===== src/rtl/ctrl_word_sequencer.sv =====
// Control-word player: a small buffer of datapath control vectors replayed onto
// cw_out with per-word hold time, optional looping, single-step mode and abort.
module ctrl_word_sequencer #(
    parameter int CW_WIDTH = 21,
    parameter int DEPTH    = 16,
    parameter int AW       = $clog2(DEPTH),
    parameter int HOLD_W   = 4
) (
    input  logic                clk,
    input  logic                reset,
    input  logic                wr_en,
    input  logic [AW-1:0]       wr_addr,
    input  logic [CW_WIDTH-1:0] wr_data,
    input  logic                start,
    input  logic                stop,
    input  logic [AW-1:0]       last_idx,
    input  logic [HOLD_W-1:0]   hold_cycles,
    input  logic                loop_en,
    input  logic                step_mode,
    input  logic                step_req,
    output logic [CW_WIDTH-1:0] cw_out,
    output logic                cw_valid,
    output logic [AW-1:0]       idx,
    output logic                busy,
    output logic                done
);

    typedef enum logic {
        IDLE = 1'b0,
        RUN  = 1'b1
    } state_t;

    state_t              state_reg;
    logic [CW_WIDTH-1:0] mem [DEPTH];
    logic [AW-1:0]       last_reg;
    logic [HOLD_W-1:0]   hold_len_reg;
    logic [HOLD_W-1:0]   hold_cnt_reg;
    logic                loop_reg;
    logic                step_reg;

    logic                advance;
    logic                at_last;
    logic [AW-1:0]       idx_next;

    // The buffer is frozen while a program plays so the replay is deterministic.
    always_ff @(posedge clk) begin
        if (wr_en && (state_reg == IDLE)) begin
            mem[wr_addr] <= wr_data;
        end
    end

    always_comb begin
        advance  = step_reg ? step_req : (hold_cnt_reg == '0);
        at_last  = (idx == last_reg);
        idx_next = idx + AW'(1);
    end

    assign busy = (state_reg == RUN);

    always_ff @(posedge clk or negedge reset) begin
        if (!reset) begin
            state_reg    <= IDLE;
            cw_out       <= '0;
            cw_valid     <= 1'b0;
            idx          <= '0;
            done         <= 1'b0;
            hold_cnt_reg <= '0;
            hold_len_reg <= '0;
            last_reg     <= '0;
            loop_reg     <= 1'b0;
            step_reg     <= 1'b0;
        end else begin
            done <= 1'b0;
            case (state_reg)
                IDLE: begin
                    cw_out   <= '0;
                    cw_valid <= 1'b0;
                    if (start && !stop) begin
                        state_reg    <= RUN;
                        last_reg     <= last_idx;
                        hold_len_reg <= hold_cycles;
                        loop_reg     <= loop_en;
                        step_reg     <= step_mode;
                        idx          <= '0;
                        cw_out       <= mem[0];
                        cw_valid     <= 1'b1;
                        hold_cnt_reg <= hold_cycles;
                    end
                end
                RUN: begin
                    if (stop) begin
                        state_reg <= IDLE;
                        cw_out    <= '0;
                        cw_valid  <= 1'b0;
                    end else if (advance) begin
                        hold_cnt_reg <= hold_len_reg;
                        if (!at_last) begin
                            idx    <= idx_next;
                            cw_out <= mem[idx_next];
                        end else if (loop_reg) begin
                            idx    <= '0;
                            cw_out <= mem[0];
                        end else begin
                            state_reg <= IDLE;
                            cw_out    <= '0;
                            cw_valid  <= 1'b0;
                            done      <= 1'b1;
                        end
                    end else if (!step_reg) begin
                        hold_cnt_reg <= hold_cnt_reg - HOLD_W'(1);
                    end
                end
                default: state_reg <= IDLE;
            endcase
        end
    end

endmodule


===== config.mk =====
export PLATFORM = sky130hd
export DESIGN_NAME = ctrl_word_sequencer
export DESIGN_NICKNAME = d
export VERILOG_FILES = /design/src/rtl/ctrl_word_sequencer.sv
export SDC_FILE = /design/constraint.sdc
export NUM_CORES = 1
export LEC_CHECK = 0
export BUFFER_PORTS_ARGS = -buffer_cell sky130_fd_sc_hd__buf_2
export CAP_MARGIN = 20
export CELL_PAD_IN_SITES_DETAIL_PLACEMENT = 1
export CELL_PAD_IN_SITES_GLOBAL_PLACEMENT = 1
export CORE_UTILIZATION = 51
export DETAILED_ROUTE_END_ITERATION = 12
export GPL_TIMING_DRIVEN = 0
export PLACE_DENSITY_LB_ADDON = 0.1
export SETUP_SLACK_MARGIN = 0.05
export SLEW_MARGIN = 20
export SYNTH_ARGS = -nofsm -noshare
export SYNTH_HDL_FRONTEND = slang
export SYNTH_SLANG_ARGS = --single-unit

===== constraint.sdc =====
create_clock -name clk -period 3.9 [get_ports clk]
set_input_delay 0.78 -clock clk [delete_from_list [all_inputs] [get_ports clk]]
set_output_delay 0.78 -clock clk [all_outputs]
set_load 0.01 [all_outputs]

# Word-level counts from Yosys, hierarchy flattened
# Memories as Yosys holds them, arrays and structs flattened.
# Index checks and enable logic that the tools add are counted.
# W data, S select, Z words.
[op_classes]
n_bitwise = 1
n_addsub = 2
eq_ne = 9
n_mux = 36
reduce_logical = 8
[ops]
columns = ["cell", "count"]
rows = [
  ["$mux W21", 5],
  ["$pmux W21 S2", 1],
  ["$mux W4", 9],
  ["$mux W1", 17],
  ["$pmux W4 S2", 2],
  ["$ne A3 B2 Y1 const B", 3],
  ["$ne A3 B3 Y1 const B", 2],
  ["$reduce_and A3 Y1", 2],
  ["$add A4 B1 Y4 const B", 1],
  ["$eq A4 B4 Y1", 1],
  ["$logic_not A4 Y1", 1],
  ["$ne A2 B1 Y1 const B", 2],
  ["$pmux W1 S2", 2],
  ["$reduce_and A4 Y1", 1],
  ["$sub A4 B1 Y4 const B", 1],
  ["$logic_and A1 B1 Y1", 2],
  ["$ne A2 B2 Y1 const B", 1],
  ["$reduce_and A2 Y1", 1],
  ["$logic_not A1 Y1", 1],
  ["$not A1 Y1", 1],
]
[word_totals]
regBits = 42
ramBits = 336
elab_cells = 67
input_bits = 41
n_memories = 1
out_inout_bits = 28
[memory_table]
columns = ["name", "depth", "word_bits", "read_ports", "rd_ports_with_merged_regs", "wr", "line_no", "text"]
rows = [
  ["mem", 16, 21, 2, 0, 1, "34", "logic [CW_WIDTH-1:0] mem [DEPTH];"],
]

# Longest topological paths before layout
# An unclocked memory read counts as a cell.
[depth]
word_depth = 6
mapped_depth = 8
ltp_nobuf = 7

# Worst setup path after synthesis
# Ideal clock, no wire load.
[synth_path]
path_type = "in2reg"
startpoint = "input wr_en"
endpoint = "memory mem[0][0] (enable)"
setup_ns = 0.426
slack_ns = 0.789
arrival_ns = 2.685
t_required_ns = 3.474
stages = 3
path_buffers = 0
path_cell_list = "nand2_1 or3_1 nor3_1"
[synth_between]
elab_chain_len = 3
[synth_lines]
columns = ["element", "line_no", "text"]
rows = [
  ["from (decl)", "11", "input logic wr_en,"],
  ["$logic_and A1 B1 Y1", "47", "if (wr_en && (state_reg == IDLE)) begin"],
  ["$mux W1", "47", ""],
  ["$mux W1 (implied by the code)", "48", "mem[wr_addr] <= wr_data;"],
  ["to (decl)", "34", ""],
]
# Every way passes these cells.

# Worst setup path after layout
[layout_path]
startpoint = "register idx[1]"
endpoint = "register cw_out[14]"
[layout_between]
elab_chain_len = 6
elab_cells_between_ends = 7
classes_between = "add/sub: 1; eq/ne: 1; mux: 4; memory: 1"
[layout_lines]
columns = ["element", "line_no", "text"]
rows = [
  ["from (decl)", "23", "output logic [AW-1:0] idx,"],
  ["from (signal assigned)", "98", "idx <= idx_next;"],
  ["$add A4 B1 Y4", "55", "idx_next = idx + AW'(1);"],
  ["$mem_v2 Z16 W21", "n/a", ""],
  ["$mux W21 (*)", "97", "if (!at_last) begin"],
  ["$mux W21 (*)", "95", "end else if (advance) begin"],
  ["$mux W21 (*)", "91", "if (stop) begin"],
  ["$pmux W21 S2 (*)", "74", "case (state_reg)"],
  ["to (signal assigned)", "85", "cw_out <= mem[0];"],
  ["to (signal assigned)", "99", "cw_out <= mem[idx_next];"],
  ["to (signal assigned)", "102", "cw_out <= mem[0];"],
  ["to (decl)", "21", "output logic [CW_WIDTH-1:0] cw_out,"],
]
# Every way passes the cells marked *; elsewhere a longest branch is shown, timed or not. The select of a mux whose other input is x is not followed.
# A chain may end at the register's enable or synchronous reset.

==> flow_metrics.tcl <==
set metrics [dict create \
    clkPwrFrac 0.323 \
    max_stage_delay_ps 610 \
    synth-warning-count 0 \
    synthArstFlopShare 0.111 \
    grtUsageTotal 0.303 \
    yosys.area.top_type "edfxtp_1" \
    regToRegStartpoint "idx[1]" \
    cp_cell_sequence "ha_1, nor2b_1, buf_1, clkbuf_1, a32oi_1, nand4_1, a31oi_1" \
    max-vdd-ir-drop_mv 0.399 \
    leakage_nw 6.33 \
    layout_common_cells "edfxtp_1, nand2_1, buf_2" \
    rows 62 \
    initial_utilization 0.522 \
    clk_pin_slew_ps 60 \
    critPathTopFamily "buffers and inverters" \
    rrSetupSlack_ps 1030 \
    ant_nets 0 \
    ctsResizeCount 0 \
    synth.top_cell.area_share 0.668 \
    ios 69 \
    final_area_mm2 0.0176 \
    max_cap_viol_count 0 \
    viasPerCell 6.14 \
    synth_area_mm2 0.0151 \
    drtIter0Drc 1061 \
    power_w 0.0117 \
    h-tree-depth 2 \
    max_freq_ghz 0.349 \
    syn_inst 1120 \
    hold_buffers 0 \
    cts_setup_buffers 0 \
    largest-register "mem" \
    cts_tree "built" \
    diodes 0 \
    fin_crit_sh 0.735 \
    required_ps 4300 \
    drive_gt1_frac 0.151 \
    synth-main-ff-cell "edfxtp_1" \
    ys_seq_elements 378 \
    clk_latency_ps 530 \
    critical_path.max_fanout 10 \
    cp.depth 7 \
    rr_endpoint "cw_out[14]" \
    worstSetupStartpointType "register" \
    syn-num-nets 1163 \
    final-hold-violation-count 0 \
    grt_pass1_vias 10893 \
    p_seq_frac 0.392 \
    placed_area_mm2 0.0163 \
    place_congestion 0.818 \
    wl_per_cell_um 27.2 \
    dr.pass1.iters 5 \
    tritoncts.num_buffers 40 \
    clock-sinks 378 \
    dp_hpwl_um 28600 \
    clock_path_buffers 3 \
    antenna_found_initial 1 \
    grt_pass1_wl_um 66900 \
    fin_skew_ps 20.3 \
    endpoint_kind "register" \
    cp_num_buf_inv 2 \
    wl_um 45100 \
    path_class "register to register" \
    largest_reg_flops 336 \
    tns_ps 0 \
    hold_path.class "input port to asynchronous set/reset pin" \
    final_common_cell "edfxtp_1" \
    die_h_um 174 \
    critPathSlowestCell "clkbuf_1" \
    internal-power_w 0.00775 \
    synth_edf_count 336 \
    maxSlewHeadroom 0.426 \
    slew_viol_final 0 \
    layout.nets 1290 \
    synthDistinctLibCells 40 \
    grt_max_degree 43 \
    grt_overflow 0 \
    status "complete, no violations" \
    post-route-drc-count 0 \
    powerDensity_mw_per_mm2 667 \
    dieArea_mm2 0.0303 \
    syn_area_per_cell_um2 13.5 \
    die_x_um 174 \
    io_buffers 68 \
    switching_share 0.339 \
    root_buffer "clkbuf_16" \
    min_period_ps 2870 \
    worst_pin_slew_ps 858 \
    synth_area_leaders "edfxtp_1, nand2_1, dfrtp_1, mux2i_1, nand3_1" \
    areaGrowthSynthToFinish_pct 16.5 \
    combPwrFrac 0.285 \
    vias 10191 \
    r2r_cells 7 \
    reg.largest.list "mem x336, cw_out x21" \
    switching_power_w 0.00398 \
    setup_violations 0 \
    critical_path_arrival_ps 3260 \
    ys_seq_area_frac 0.738 \
    core_mm2 0.0289 \
    fill_cells 2817 \
    rsz0062_at_grt "false" \
]
==> metrics by stage <==
step           hold slack [ps]  utilization  setup slack (ps)  cells
2_1_floorplan              442            -               789   1120
4_1_cts                    439        0.608              1040   1660
3_3_place_gp               459        0.550              -948   1572
6_report                   275        0.608              1030   1660
3_5_place_dp               467        0.564              1070   1589
5_1_grt                    313        0.608               843   1660
==> power groups by stage <==
stage                     sequential [W]  clock [W]  combinational, W
final                            0.00460    0.00379           0.00334
after floorplan                  0.00469          0           0.00201
after CTS                        0.00460    0.00382           0.00331
after global routing             0.00461    0.00396           0.00357
after global placement           0.00468          0           0.00312
after detailed placement         0.00469          0           0.00326
==> logic make-up after synthesis <==
kind of cell	Yosys count	synth area share
AOI/OAI and AO/OA	146	0.0678
xor gates and xnor gates	9	0.00621
adders and majority gates	2	0.00166
buffers and inverters	76	0.0216
DFF	378	0.738
muxes	49	0.0327
and+or+nand+nor	460	0.132
==> worst max path at each step <==
stage	from	endpoint	slack [ps]
3_3_place_gp	busy	mem[0][15]	-950
5_1_grt	idx[1]	cw_out[14]	840
3_5_place_dp	idx[1]	cw_out[8]	1070
6_report	idx[1]	cw_out[14]	1030
4_1_cts	idx[1]	cw_out[8]	1040
2_1_floorplan	wr_en	mem[0][0]	790
==> metal layers <==
layer	vias to the layer above	global-route usage	wire length [um]
met5	-	0	10
met4	2	0.0961	1170
met3	96	0.0615	3570
met2	466	0.502	22100
met1	5179	0.402	18300
li1	4448	-	-
==> worst reg2reg max path: stages (launching register included) <==
cell      delay [ps]
dfrtp_1          440
ha_1             440
nor2b_1          190
buf_1            350
clkbuf_1         610
a32oi_1          230
nand4_1          320
a31oi_1          150
==> synthesized netlist by cell type (all sizes together) (5+ instances only) <==
| cell | n |
|---|---|
| edfxtp | 336 |
| nand2 | 290 |
| nand3 | 85 |
| mux2i | 46 |
| a21oi | 45 |
| nand4 | 43 |
| dfrtp | 42 |
| a32oi | 41 |
| clkbuf | 36 |
| buf | 35 |
| nor2 | 23 |
| a31oi | 22 |
| o21a | 21 |
| xor2 | 8 |
| inv | 5 |
| nor2b | 5 |
| nor3 | 5 |
==> final cells by class <==
| type | count | area, um^2 | share of cell area |
|---|---|---|---|
| buffer | 71 | 308 | 0.0175 |
| clock inverter | 18 | 210 | 0.0119 |
| timing repair buffer | 85 | 618 | 0.0351 |
| multi-input combinational | 666 | 3740 | 0.213 |
| sequential | 378 | 11100 | 0.633 |
| clock buffer | 53 | 1070 | 0.0609 |
| tap | 384 | 480 | 0.0273 |
| inverter | 5 | 18.8 | 0.00107 |
(Power assumes the default switching activity.)
